`config.mk`:
```
export PLATFORM = sky130hd
export DESIGN_NAME = wb_port_arbiter_flat
export DESIGN_NICKNAME = d
export VERILOG_FILES = /design/src/rtl/wb_port_arbiter_pkg.sv /design/src/rtl/wb_port_arbiter_if.sv /design/src/rtl/wb_pend_fifo.sv /design/src/rtl/wb_port_arbiter.sv /design/src/flat_wrapper.sv
export SDC_FILE = /design/constraint.sdc
export NUM_CORES = 1
export LEC_CHECK = 0
export CORE_MARGIN = 8
export CORE_UTILIZATION = 48
export CTS_BUF_LIST = sky130_fd_sc_hd__clkbuf_4
export DETAILED_ROUTE_END_ITERATION = 10
export PLACE_DENSITY = 0.9
export SLEW_MARGIN = 20
export SYNTH_ARGS = -nofsm -noshare
export SYNTH_HDL_FRONTEND = slang
export SYNTH_SLANG_ARGS = --single-unit
```
`constraint.sdc`:
```
create_clock -name clk -period 2.3 [get_ports clk]
set_clock_uncertainty 0.1 [all_clocks]
set_input_delay 0.46 -clock clk [delete_from_list [all_inputs] [get_ports clk]]
set_output_delay 0.46 -clock clk [all_outputs]
set_load 0.02 [all_outputs]
```
`src/rtl/wb_port_arbiter_pkg.sv`:
```
// wb_port_arbiter_pkg: shared widths, FSM encoding and pending-entry layout
// for the register-file write-port arbiter.
package wb_port_arbiter_pkg;
    localparam int WORD_LEN          = 32;
    localparam int REG_FILE_ADDR_LEN = 4;

    typedef enum logic [1:0] {
        ARB_EMPTY = 2'd0,
        ARB_HOLD  = 2'd1,
        ARB_FORCE = 2'd2
    } arb_state_t;

    // kill=1 means a younger WB write already targeted this dest
    typedef struct packed {
        logic                         kill;
        logic [REG_FILE_ADDR_LEN-1:0] dest;
        logic [WORD_LEN-1:0]          data;
    } pend_entry_t;
endpackage

```
`src/rtl/wb_port_arbiter_if.sv`:
```
// wb_port_arbiter_if: bundles the WB-stage, MCU and register-file write-port
// signals around the arbiter.
//   master: drives wb_*/mc_valid/mc_dest/mc_data, observes the rest
//   slave : the arbiter side (mc_ready, pipe_stall, rf_*, pend_count out)
interface wb_port_arbiter_if #(
    parameter int FIFO_DEPTH = 2
);
    import wb_port_arbiter_pkg::*;
    localparam int CW = $clog2(FIFO_DEPTH) + 1;

    logic                         wb_we;
    logic [REG_FILE_ADDR_LEN-1:0] wb_dest;
    logic [WORD_LEN-1:0]          wb_data;
    logic                         mc_valid;
    logic [REG_FILE_ADDR_LEN-1:0] mc_dest;
    logic [WORD_LEN-1:0]          mc_data;
    logic                         mc_ready;
    logic                         pipe_stall;
    logic                         rf_we;
    logic [REG_FILE_ADDR_LEN-1:0] rf_dest;
    logic [WORD_LEN-1:0]          rf_data;
    logic [CW-1:0]                pend_count;

    modport master (
        output wb_we, wb_dest, wb_data, mc_valid, mc_dest, mc_data,
        input  mc_ready, pipe_stall, rf_we, rf_dest, rf_data, pend_count
    );
    modport slave (
        input  wb_we, wb_dest, wb_data, mc_valid, mc_dest, mc_data,
        output mc_ready, pipe_stall, rf_we, rf_dest, rf_data, pend_count
    );
endinterface

```
`src/rtl/wb_pend_fifo.sv`:
```
// wb_pend_fifo: pending-MCU-result FIFO of {kill, dest, data}.
//   clk, rst (async, active-low)
//   i_push/i_push_entry : write an entry at the tail
//   i_pop               : drop the head
//   i_kill_en/i_kill_dest: set the kill bit of every entry whose dest matches
//   o_head, o_count     : head entry and occupancy
module wb_pend_fifo
    import wb_port_arbiter_pkg::*;
#(
    parameter int DEPTH = 2
) (
    input  logic                         clk,
    input  logic                         rst,
    input  logic                         i_push,
    input  pend_entry_t                  i_push_entry,
    input  logic                         i_pop,
    input  logic                         i_kill_en,
    input  logic [REG_FILE_ADDR_LEN-1:0] i_kill_dest,
    output pend_entry_t                  o_head,
    output logic [$clog2(DEPTH):0]       o_count
);
    localparam int PW = $clog2(DEPTH);
    localparam int CW = PW + 1;

    pend_entry_t   r_mem [DEPTH];
    logic [PW-1:0] r_wr;
    logic [PW-1:0] r_rd;
    logic [CW-1:0] r_count;

    always_ff @(posedge clk or negedge rst) begin
        if (!rst) begin
            r_wr    <= '0;
            r_rd    <= '0;
            r_count <= '0;
            for (int i = 0; i < DEPTH; i++) r_mem[i] <= '0;
        end else begin
            // Marking empty slots is harmless: a push overwrites the kill bit.
            for (int i = 0; i < DEPTH; i++) begin
                if (i_kill_en && r_mem[i].dest == i_kill_dest) r_mem[i].kill <= 1'b1;
                if (i_push && r_wr == PW'(i)) r_mem[i] <= i_push_entry;
            end
            if (i_push) r_wr <= r_wr + 1'b1;
            if (i_pop) r_rd <= r_rd + 1'b1;
            r_count <= r_count + CW'(i_push) - CW'(i_pop);
        end
    end

    assign o_head  = r_mem[r_rd];
    assign o_count = r_count;
endmodule

```
`src/rtl/wb_port_arbiter.sv`:
```
// wb_port_arbiter: shares the register-file write port between the WB stage
// and a multi-cycle unit; WB always wins, MCU results wait in a FIFO.
//   clk, rst (async, active-low)
//   bus (slave): wb_* / mc_* requests in; mc_ready, pipe_stall, rf_*,
//                pend_count out
module wb_port_arbiter
    import wb_port_arbiter_pkg::*;
#(
    parameter int FIFO_DEPTH = 2,
    parameter int MAX_WAIT   = 8
) (
    input logic              clk,
    input logic              rst,
    wb_port_arbiter_if.slave bus
);
    localparam int CW = $clog2(FIFO_DEPTH) + 1;
    localparam int WW = $clog2(MAX_WAIT);

    logic [CW-1:0]                w_count;
    logic [CW-1:0]                w_count_next;
    pend_entry_t                  w_head;
    pend_entry_t                  w_push_entry;
    logic                         w_empty;
    logic                         w_pop;
    logic                         w_bypass;
    logic                         w_push;
    logic                         w_at_max;
    logic [WW-1:0]                r_wait;
    arb_state_t                   r_state;
    arb_state_t                   w_state_next;
    logic                         r_we;
    logic [REG_FILE_ADDR_LEN-1:0] r_dest;
    logic [WORD_LEN-1:0]          r_data;

    assign w_empty      = w_count == '0;
    assign bus.mc_ready = w_count < CW'(FIFO_DEPTH);
    assign w_pop        = !bus.wb_we && !w_empty;
    assign w_bypass     = !bus.wb_we && w_empty && bus.mc_valid;
    assign w_push       = bus.mc_valid && bus.mc_ready && !w_bypass;
    assign w_count_next = w_count + CW'(w_push) - CW'(w_pop);
    assign w_at_max     = r_wait == WW'(MAX_WAIT - 1);
    // A same-cycle WB write to the same dest is younger, so the entry is dead on arrival
    assign w_push_entry = '{kill: bus.wb_we && bus.wb_dest == bus.mc_dest,
                            dest: bus.mc_dest, data: bus.mc_data};

    wb_pend_fifo #(.DEPTH(FIFO_DEPTH)) u_fifo (
        .clk         (clk),
        .rst         (rst),
        .i_push      (w_push),
        .i_push_entry(w_push_entry),
        .i_pop       (w_pop),
        .i_kill_en   (bus.wb_we),
        .i_kill_dest (bus.wb_dest),
        .o_head      (w_head),
        .o_count     (w_count)
    );

    always_ff @(posedge clk or negedge rst) begin
        if (!rst) begin
            r_we   <= 1'b0;
            r_dest <= '0;
            r_data <= '0;
        end else begin
            r_we   <= bus.wb_we || (w_pop && !w_head.kill) || w_bypass;
            r_dest <= bus.wb_we ? bus.wb_dest : w_empty ? bus.mc_dest : w_head.dest;
            r_data <= bus.wb_we ? bus.wb_data : w_empty ? bus.mc_data : w_head.data;
        end
    end

    always_ff @(posedge clk or negedge rst) begin
        if (!rst) r_wait <= '0;
        else      r_wait <= (w_empty || w_pop) ? '0 : w_at_max ? r_wait : r_wait + 1'b1;
    end

    always_ff @(posedge clk or negedge rst) begin
        if (!rst) r_state <= ARB_EMPTY;
        else      r_state <= w_state_next;
    end

    always_comb begin
        w_state_next = r_state;
        case (r_state)
            ARB_EMPTY: w_state_next = w_push ? ARB_HOLD : ARB_EMPTY;
            ARB_HOLD:  w_state_next = (w_count_next == '0) ? ARB_EMPTY :
                                      ((w_at_max && !w_pop) || w_count_next == CW'(FIFO_DEPTH)) ? ARB_FORCE : ARB_HOLD;
            ARB_FORCE: w_state_next = (w_pop && w_count_next < CW'(FIFO_DEPTH)) ?
                                      ((w_count_next == '0) ? ARB_EMPTY : ARB_HOLD) : ARB_FORCE;
            default:   w_state_next = ARB_EMPTY;
        endcase
    end

    always_comb begin
        bus.pipe_stall = r_state == ARB_FORCE;
    end

    assign bus.rf_we      = r_we;
    assign bus.rf_dest    = r_dest;
    assign bus.rf_data    = r_data;
    assign bus.pend_count = w_count;
endmodule
```
`src/flat_wrapper.sv`:
```
// flat-port wrapper written by rule: the top's interface ports become plain ports
module wb_port_arbiter_flat import wb_port_arbiter_pkg::*;
#(
    parameter int FIFO_DEPTH = 2,
    parameter int MAX_WAIT   = 8
)
  (clk, rst, bus_wb_we, bus_wb_dest, bus_wb_data, bus_mc_valid, bus_mc_dest, bus_mc_data, bus_mc_ready, bus_pipe_stall, bus_rf_we, bus_rf_dest, bus_rf_data, bus_pend_count);
  wb_port_arbiter_if #(.FIFO_DEPTH(FIFO_DEPTH)) bus_i ();
  input logic clk;
  input logic rst;
  input wire logic [$bits(bus_i.wb_we)-1:0] bus_wb_we;
  input wire logic [$bits(bus_i.wb_dest)-1:0] bus_wb_dest;
  input wire logic [$bits(bus_i.wb_data)-1:0] bus_wb_data;
  input wire logic [$bits(bus_i.mc_valid)-1:0] bus_mc_valid;
  input wire logic [$bits(bus_i.mc_dest)-1:0] bus_mc_dest;
  input wire logic [$bits(bus_i.mc_data)-1:0] bus_mc_data;
  output wire logic [$bits(bus_i.mc_ready)-1:0] bus_mc_ready;
  output wire logic [$bits(bus_i.pipe_stall)-1:0] bus_pipe_stall;
  output wire logic [$bits(bus_i.rf_we)-1:0] bus_rf_we;
  output wire logic [$bits(bus_i.rf_dest)-1:0] bus_rf_dest;
  output wire logic [$bits(bus_i.rf_data)-1:0] bus_rf_data;
  output wire logic [$bits(bus_i.pend_count)-1:0] bus_pend_count;
  assign bus_i.wb_we = bus_wb_we;
  assign bus_i.wb_dest = bus_wb_dest;
  assign bus_i.wb_data = bus_wb_data;
  assign bus_i.mc_valid = bus_mc_valid;
  assign bus_i.mc_dest = bus_mc_dest;
  assign bus_i.mc_data = bus_mc_data;
  assign bus_mc_ready = bus_i.mc_ready;
  assign bus_pipe_stall = bus_i.pipe_stall;
  assign bus_rf_we = bus_i.rf_we;
  assign bus_rf_dest = bus_i.rf_dest;
  assign bus_rf_data = bus_i.rf_data;
  assign bus_pend_count = bus_i.pend_count;
  wb_port_arbiter #(.FIFO_DEPTH(FIFO_DEPTH), .MAX_WAIT(MAX_WAIT)) u_core (.clk(clk), .rst(rst), .bus(bus_i));
endmodule
```
==> out/results.tsv, run 1 <==
stage	metric	value	unit
die	start_util	0.488	
critical_path	crit_fanout	6	
drt	vias_per_cell	5.31	
timing	setup_ws	0.158	ns
yosys	ys.flop_type	dfrtp_1	
yosys	synth_edf_count	0	
critical_path	startpoint	u_core.u_fifo.o_count[1]$_DFF_PN0_	
critical_path	cp_slowest_cell	clkdlybuf4s50_1	
clock_tree	cts_buffer_depth	2	
yosys	ys_types	37	
place	port_buffers	116	
critical_path	crit_required	1.74	ns
yosys	synth-seq-cells	120	
drt	dr.first_iter.drc_count	263	
die	io_pins	117	
timing	setup_tns	0	ns
die	num_rows	39	
global_routing	overflow	0	
layout	areaGrowthSynthToFinish	29.6	%
yosys	synth.avg_cell_area	11.6	um2
status	status	completed	
timing	post-route-period-util	0.931	
die	fp.dieH	123	um
worst_hold_path	hold_path_class	primary input to register	
critical_path	reg2reg_from	u_core.u_fifo.o_count[0]$_DFF_PN0_	
critical_path	worst_r2r_path_depth	6	
global_routing	grt_pass1_vias	4298	
yosys	ys.warnings.count	0	
critical_path	end_kind	output port	
clock_tree	htree_levels	4	
yosys	syn_inst	478	
power_and_ir_drop	irDropWorstVdd	1.20	mV
die	core	11300	um2
layout	drive_gt1_frac	0.180	
clock_tree	clk_pin_slew	0.10	ns
global_routing	grt_use_total	0.171	
place	gp_congestion	0.820	
power_and_ir_drop	total_power	0.00905	W
critical_path	cp-start-kind	register	
power_and_ir_drop	power_per_cell_area	1260	nW/um2
clock_tree	clock_sinks	120	
die	dieWidth	123	um
worst_hold_path	holdPathStages	3	
critical_path	worstSetupPathType	register to output port	
timing	setup-violations-final	0	
timing	slew_viol_final	0	
die	die_area	15200	um2
global_routing	antenna_found_initial	0	
timing	fmax	467	MHz
worst_hold_path	worstHoldStart	bus_wb_we	
critical_path	cp.depth	1	
timing	rsz0062_at_grt	false	
timing	final_hold_viol_count	0	
yosys	netlist_area	5520	um2
yosys	yosys-top-cells-count	120 x dfrtp_1, 58 x mux2_2, 47 x nor2_1	
critical_path	arrival	1.58	ns
global_routing	grt_pass1_wl	20500	um
drt	drc	0	
yosys	ys_async_sr_fraction	1.00	
drt	ant_nets	0	
critical_path	path_buf_inv	1	
clock_tree	cts_root_buf	clkbuf_4	
drt	dr.pass1.iters	5	
drt	drt-wirelength-per-cell	16.5	um
timing	tightestPinTransition	0.757	ns
layout	antenna_cells	0	
critical_path	slowest_delay	0.63	ns
global_routing	grt_max_degree	76	
layout	nNetsFinal	676	
yosys	yosysTopAreaCell	dfrtp_1	
timing	min_period	2.14	ns
yosys	synth_top_area_share	0.544	
yosys	syn_nets	557	
drt	wl	12400	um
critical_path	cpLargestDelayFamily	buffers and inverters	
yosys	synth_seq_area_share	0.544	
place	dp_hpwl	8880	um
timing	hold_ws	0.245	ns
place	post-place-ws	0.0719	ns
drt	dr_total_vias	3999	
clock_tree	clock_latency	0.51	ns
yosys	yosysMostFrequentCell	dfrtp_1	
timing	relSlewSlack	0.495	
yosys	synthTopCellsByArea	dfrtp_1 54%, mux2_2 12%, mux2i_1 6.9%	
clock_tree	cts_tree	built	
power_and_ir_drop	p_leak	3.12	nW
clock_tree	cts_made_buffers	17	
run	drv_cap	0	
critical_path	path_cells	clkdlybuf4s50_1	
==> layer usage <==
metal | GRT usage | up-vias | part of all wire
met2 | 0.293 | 127 | 0.51
met4 | 0.0617 | 0 | 0.015
met5 | 0 | - | 0
met3 | 0.0553 | 19 | 0.070
met1 | 0.197 | 1942 | 0.40
li1 | - | 1911 | -
==> kinds of logic after synthesis <==
family,share of synthesized area
fa+ha+maj,0.00680
simple gates,0.0788
flops,0.544
xor+xnor,0.0254
buf+inv,0.0342
mux,0.220
compound gates,0.0913
==> sequential cells by signal, summed over array words and instances (netlist names) <==
register / count
u_core.u_fifo.r_mem: 74
u_core.bus.rf_data: 32
u_core.bus.rf_dest: 4
u_core.r_wait: 3
u_core.r_state: 2
u_core.u_fifo.o_count: 2
u_core.bus.rf_we: 1
u_core.u_fifo.r_rd: 1
u_core.u_fifo.r_wr: 1
==> where the power goes <==
group	leakage, nW	internal (W)	switching [W]	total [W]
sequential	1.45	0.00307	0.000540	0.00361
combinational	1.53	0.00203	0.00193	0.00395
clock	0.151	0.000750	0.000739	0.00149
==> layout make-up <==
class | count | area (um2)
well taps | 143 | 179
flip-flops and latches | 120 | 3010
inverters | 2 | 7.51
repair buffers | 131 | 1340
clock inverters | 13 | 135
fillers | 876 | 4160
clock buffers | 19 | 143
multi-input cells | 325 | 2340
==> stage by stage <==
step | area (um2) | cells | utilization
floorplan | 5540 | 478 | -
global placement | 6870 | 720 | 0.607
detailed placement | 6870 | 720 | 0.607
CTS | 7150 | 753 | 0.632
global route | 7160 | 753 | 0.632
finish | 7160 | 753 | 0.632
==> what timing repair did <==
action                                 in CTS  in global routing
buffers inserted                            0                  0
gates resized for setup                     2                  1
hold buffers                                1                  0
endpoints found under the hold margin      34                  0
gates cloned                                0                  0
setup endpoints to repair                   2                  1
==> path summary, 6_finish.rpt <==
kind                                                  endpoint  slack, ns
max reg2reg                        u_core.r_state[1]$_DFF_PN0_       0.27
max                                          bus_pend_count[1]       0.16
min                             u_core.u_fifo.r_rd$_DFFE_PN0P_       0.25
min reg2reg                u_core.u_fifo.r_mem[23]$_DFFE_PN0P_       0.39
max in group asynchronous  u_core.u_fifo.r_mem[57]$_DFFE_PN0P_       1.05
min in group asynchronous  u_core.u_fifo.r_mem[52]$_DFFE_PN0P_       0.35
==> cells in the final DEF (no fill, tap or decap), types with 2 or more instances in the layout <==
cell,n
buf_4,9
xnor2_1,4
nor2_1,46
dfrtp_2,3
mux2_2,58
a31oi_1,2
nor3_1,2
bufinv_16,3
nor2b_1,3
xor2_1,12
clkbuf_4,19
dfrtp_1,117
nand2_1,39
clkinv_2,3
mux2_1,16
clkinv_1,6
dlygate4sd2_1,2
o21ai_0,40
a211oi_1,2
nand2b_1,3
buf_12,6
a21oi_1,38
ha_1,2
inv_1,2
a31o_2,2
clkdlybuf4s50_1,111
mux2i_1,38
Power figures use the tool's default switching activity.
==> inputs of run 2 (changes only) <==
- GPL_ROUTABILITY_DRIVEN: unset -> 0
- clock period: 2.3 -> 1.7 ns (I/O delays scaled with it)
==> run 2 against run 1 <==
Global-route usage rose by 1.1 points. The run now ends with setup timing left. Via count rose by 4.5%. Die area did not move.
==> out/results.tsv, run 2 (synthesis gave the netlist of run 1 again) <==
stage	metric	value	unit
critical_path	worstSetupPathType	register to register	
layout	final_cell_mix	117 x dfrtp_1, 73 x clkdlybuf4s50_1, 56 x mux2_2	
layout	largest_reg_flops	74	
layout	nNetsFinal	705	
die	fp.dieH	123	um
layout	areaGrowthSynthToFinish	35.2	%
power_and_ir_drop	irDropWorstVdd	0.731	mV
drt	dr.pass1.iters	4	
critical_path	rrSetupSlack	-0.19	ns
timing	min_period	1.89	ns
place	post-place-ws	-0.367	ns
layout	multi_input_area	2410	um2
timing	post-route-period-util	1.11	
critical_path	end_kind	register	
status	failed_checks	setup timing	
power_and_ir_drop	p_leak	3.31	nW
drt	dr.first_iter.drc_count	218	
clock_tree	clock_latency	0.53	ns
place	port_buffers	116	
clock_tree	cts_root_buf	clkbuf_4	
timing	rsz0062_at_grt	true	
die	io_pins	117	
global_routing	grt_pass1_vias	4558	
run	drv_cap	0	
critical_path	cp_slowest_cell	dfrtp_2	
timing	slew_viol_final	0	
timing	setup-violations-final	77	
critical_path	path_common_cell	nor2_4	
layout	drive_gt1_frac	0.262	
critical_path	arrival	2.21	ns
global_routing	grt_pass1_wl	21700	um
clock_tree	cts_tree	built	
layout	fillers	836	
power_and_ir_drop	power_per_cell_area	1660	nW/um2
drt	dr_total_vias	4180	
timing	tightestPinTransition	0.425	ns
layout	antenna_cells	0	
clock_tree	clk_pin_slew	0.10	ns
clock_tree	cts_buffer_depth	2	
die	dieWidth	123	um
drt	wl	13800	um
worst_hold_path	hold_path_class	primary input to asynchronous set/reset pin	
die	die_area	15200	um2
global_routing	grt_use_total	0.182	
critical_path	crit_required	2.02	ns
timing	relSlewSlack	0.716	
timing	final_hold_viol_count	0	
drt	vias_per_cell	5.35	
layout	top_register	u_core.u_fifo.r_mem	
place	dp_hpwl	8980	um
global_routing	antenna_found_initial	0	
die	core	11300	um2
critical_path	cp-start-kind	register	
layout	ff_latch_area	3010	um2
critical_path	crit_fanout	3	
drt	drt-wirelength-per-cell	17.6	um
critical_path	path_cells	nor2_4, nor2_4, ha_4, or3b_4, o32a_1, a32o_1	
timing	setup_ws	-0.191	ns
clock_tree	clock_sinks	120	
layout	final_common_cell	dfrtp_1	
critical_path	slowest_delay	0.45	ns
global_routing	overflow	0	
clock_tree	htree_levels	4	
drt	ant_nets	0	
drt	drc	0	
timing	setup_tns	-3.55	ns
global_routing	grt_max_degree	76	
clock_tree	cts_made_buffers	17	
status	status	finished with violations	
timing	fmax	529	MHz
die	num_rows	39	
die	start_util	0.488	
==> run 2: changes by cell type in the layout (fill, tap and decap cells not counted), sizes merged <==
cell,previous run,this run
dlymetal6s2s,1,0
clkinv,9,11
bufinv,3,1
buf,16,46
dlygate4sd2,2,1
clkbuf,19,32
clkdlybuf4s50,111,73
clkdlybuf4s15,0,24
clkinvlp,1,2
==> run 2: cell type report <==
class	instances	area share
timing repair buffer	160	0.220
multi-input combinational	325	0.322
clock inverter	14	0.0122
clock buffer	17	0.0171
inverter	2	0.00134
sequential	120	0.403
tap	143	0.0240
==> run 2: power by group <==
group	switching, W	leakage [nW]	internal (W)
Sequential	0.000683	1.45	0.00415
Clock	0.00102	0.119	0.000668
Combinational	0.00288	1.75	0.00302
==> run 2: per-stage QoR <==
stage               utilization  total power, W  cell area, um2  hold WS (ns)  cells
floorplan                     -         0.00857            5590       -0.0556    478
global placement          0.619          0.0102            7000         0.195    734
detailed placement        0.619          0.0105            7000         0.202    734
CTS                       0.651          0.0123            7360         0.151    773
global route              0.660          0.0133            7470         0.177    781
finish                    0.660          0.0124            7470         0.184    781
==> run 2: worst max-delay path, delay by kind of cell (launching register included) <==
kind / cells / cell delay [ns]
DFF: 1 / 0.45
and+or+nand+nor: 3 / 0.58
adders and majority gates: 1 / 0.15
AOI/OAI and AO/OA: 2 / 0.50
==> run 2: path summary, 6_finish.rpt <==
check,startpoint,to,depth (start not counted)
max,u_core.u_fifo.o_count[0]$_DFF_PN0_,u_core.r_state[1]$_DFF_PN0_,6
min,rst,u_core.u_fifo.r_mem[33]$_DFFE_PN0P_,2
max reg2reg,u_core.u_fifo.o_count[0]$_DFF_PN0_,u_core.r_state[1]$_DFF_PN0_,6
min reg2reg,u_core.u_fifo.r_mem[24]$_DFFE_PN0P_,u_core.u_fifo.r_mem[24]$_DFFE_PN0P_,1
max in group asynchronous,rst,u_core.u_fifo.r_mem[48]$_DFFE_PN0P_,3
min in group clk,bus_wb_we,u_core.u_fifo.r_rd$_DFFE_PN0P_,4
==> run 2: per-layer routing <==
metal	vias up	wire length, um	global-route usage	part of all wire
met5	-	0	0	0
met4	0	457	0.0941	0.033
met3	36	852	0.0507	0.062
met2	138	6760	0.309	0.49
met1	2042	5700	0.206	0.41
li1	1964	-	-	-
==> run 2: repair_timing <==
item                                    CTS  global route
hold buffers                              1             0
endpoints found under the setup margin  115            95
hold endpoints to repair                 94             0
gates cloned                              1             5
resized for setup                       115            23
pin swaps                                 4             2
setup buffers                             6             4
==> inputs of run 3 (changes only) <==
- CORE_UTILIZATION: 48 -> 46
- CTS_BUF_LIST: sky130_fd_sc_hd__clkbuf_4 -> unset
- PLACE_DENSITY: 0.9 -> 0.87
==> run 3 against run 2 <==
Sequential share of layout area is 3.1 points lower. Critical endpoint unchanged. Highest routed layer unchanged. Final area increased by 8.5%. Wire length increased by 12%. Final cell count up 1.9%. Sequential cell count stayed put. Critical path depth unchanged. The flow still finishes with violations (setup timing). Core utilization grew 2.3 points. First-iteration DRC count grew 20%. Hold slack gained 0.011 ns. Clock power up 92%.
==> out/results.tsv, run 3 (synthesis gave the netlist of run 1 again) <==
stage	metric	value	unit
status	status	finished with violations	
status	failed_checks	setup timing	
place	dp_hpwl	9200	um
drt	wl	15500	um
global_routing	grt_use_total	0.197	
critical_path	rrSetupSlack	-0.18	ns
timing	relSlewSlack	0.692	
layout	final_common_cell	dfrtp_1	
critical_path	worstSetupPathType	register to register	
drt	dr.pass1.iters	4	
global_routing	overflow	0	
drt	vias_per_cell	5.32	
layout	final_cells	796	
critical_path	worst_r2r_path_depth	6	
global_routing	grt_pass1_wl	24600	um
timing	rsz0062_at_grt	true	
power_and_ir_drop	power_per_cell_area	1830	nW/um2
timing	tightestPinTransition	0.458	ns
layout	final_cell_mix	117 x dfrtp_1, 73 x clkdlybuf4s50_1, 44 x nor2_1	
layout	nNetsFinal	716	
layout	antenna_cells	0	
clock_tree	cts_buffer_depth	2	
place	port_buffers	116	
timing	min_period	1.88	ns
layout	areaGrowthSynthToFinish	46.7	%
critical_path	end_kind	register	
clock_tree	htree_levels	4	
timing	setup_tns	-3.88	ns
drt	dr.first_iter.drc_count	262	
clock_tree	cts_tree	built	
critical_path	arrival	2.08	ns
layout	largest_reg_flops	74	
layout	drive_gt1_frac	0.265	
clock_tree	cts_root_buf	clkbuf_16	
die	dieWidth	126	um
run	drv_cap	0	
die	io_pins	117	
die	start_util	0.466	
critical_path	crit_required	1.90	ns
die	core	11900	um2
power_and_ir_drop	p_leak	3.70	nW
clock_tree	cts_made_buffers	17	
clock_tree	clock_latency	0.41	ns
drt	drt-wirelength-per-cell	19.4	um
drt	drc	0	
timing	setup_ws	-0.184	ns
die	fp.dieH	126	um
worst_hold_path	hold_path_class	primary input to asynchronous set/reset pin	
timing	post-route-period-util	1.11	
place	post-place-ws	-0.343	ns
timing	final_hold_viol_count	0	
timing	slew_viol_final	0	
global_routing	antenna_found_initial	0	
global_routing	grt_pass1_vias	4684	
critical_path	cp-start-kind	register	
timing	setup-violations-final	69	
layout	top_register	u_core.u_fifo.r_mem	
power_and_ir_drop	total_power	0.0149	W
die	num_rows	40	
global_routing	grt_max_degree	62	
place	placed_cells	742	
clock_tree	clk_pin_slew	0.05	ns
critical_path	crit_fanout	2	
clock_tree	clock_sinks	120	
power_and_ir_drop	irDropWorstVdd	0.837	mV
layout	fillers	830	
timing	fmax	531	MHz
drt	dr_total_vias	4238	
die	die_area	15800	um2
drt	ant_nets	0	
[run 3: cell types whose count changed in the layout (fill, tap and decap cells not counted), sizes merged]
cell           before  now
dlygate4sd2         1   37
clkdlybuf4s15      24    1
buf                46   55
clkbuf             32   24
clkinv             11    7
bufbuf              0    1
[run 3: routing by layer]
metal	track usage	up-vias	wire length, um
met3	0.0599	29	849
met4	0.0938	0	353
met1	0.216	2080	6410
met5	0	-	0
li1	-	1976	-
met2	0.342	153	7850
[run 3: per-stage QoR]
stage	cell area [um2]	utilization	hold WS, ns
2_1_floorplan	5590	-	-0.0556
3_3_place_gp	7080	0.597	0.0755
3_5_place_dp	7080	0.597	0.0783
4_1_cts	8050	0.678	0.185
5_1_grt	8100	0.683	0.205
6_report	8100	0.683	0.195
[run 3: cell type report]
class / instances / area (um2) / share of cell area
inverter: 2 / 7.51 / 0.000927
sequential: 120 / 3010 / 0.371
clock buffer: 21 / 450 / 0.0556
timing repair buffer: 171 / 1830 / 0.226
clock inverter: 10 / 80.1 / 0.00989
multi-input combinational: 325 / 2540 / 0.314
tap: 147 / 184 / 0.0227
[run 3: where the power goes]
group / internal [W] / switching, W
clock network: 0.00201 / 0.00124
registers: 0.00417 / 0.000743
logic: 0.00357 / 0.00312
[run 3: path summary, 6_finish.rpt]
check	end	start
min in group clk	u_core.u_fifo.r_mem[26]$_DFFE_PN0P_	u_core.u_fifo.r_mem[26]$_DFFE_PN0P_
setup reg to reg	u_core.r_state[1]$_DFF_PN0_	u_core.u_fifo.o_count[0]$_DFF_PN0_
hold reg to reg	u_core.u_fifo.r_mem[26]$_DFFE_PN0P_	u_core.u_fifo.r_mem[26]$_DFFE_PN0P_
hold / removal	u_core.u_fifo.r_mem[24]$_DFFE_PN0P_	rst
setup / recovery	u_core.r_state[1]$_DFF_PN0_	u_core.u_fifo.o_count[0]$_DFF_PN0_
max in group asynchronous	u_core.u_fifo.r_rd$_DFFE_PN0P_	rst
[run 3: worst max-delay path, cell delays in order (launching register included)]
cell and delay, ns:
dfrtp_2 0.42, nor2_4 0.15, nor2_4 0.06, ha_4 0.16, or3b_4 0.37, o32a_1 0.30
a32o_1 0.21
[run 3: what timing repair did]
action / 4_1_cts / 5_1_grt
pin swaps: 3 / 4
cloned: 7 / 3
resized for setup: 104 / 21
endpoints found under the setup margin: 124 / 102
endpoints found under the hold margin: 120 / 0
hold buffers: 1 / 0
buffers inserted: 13 / 7
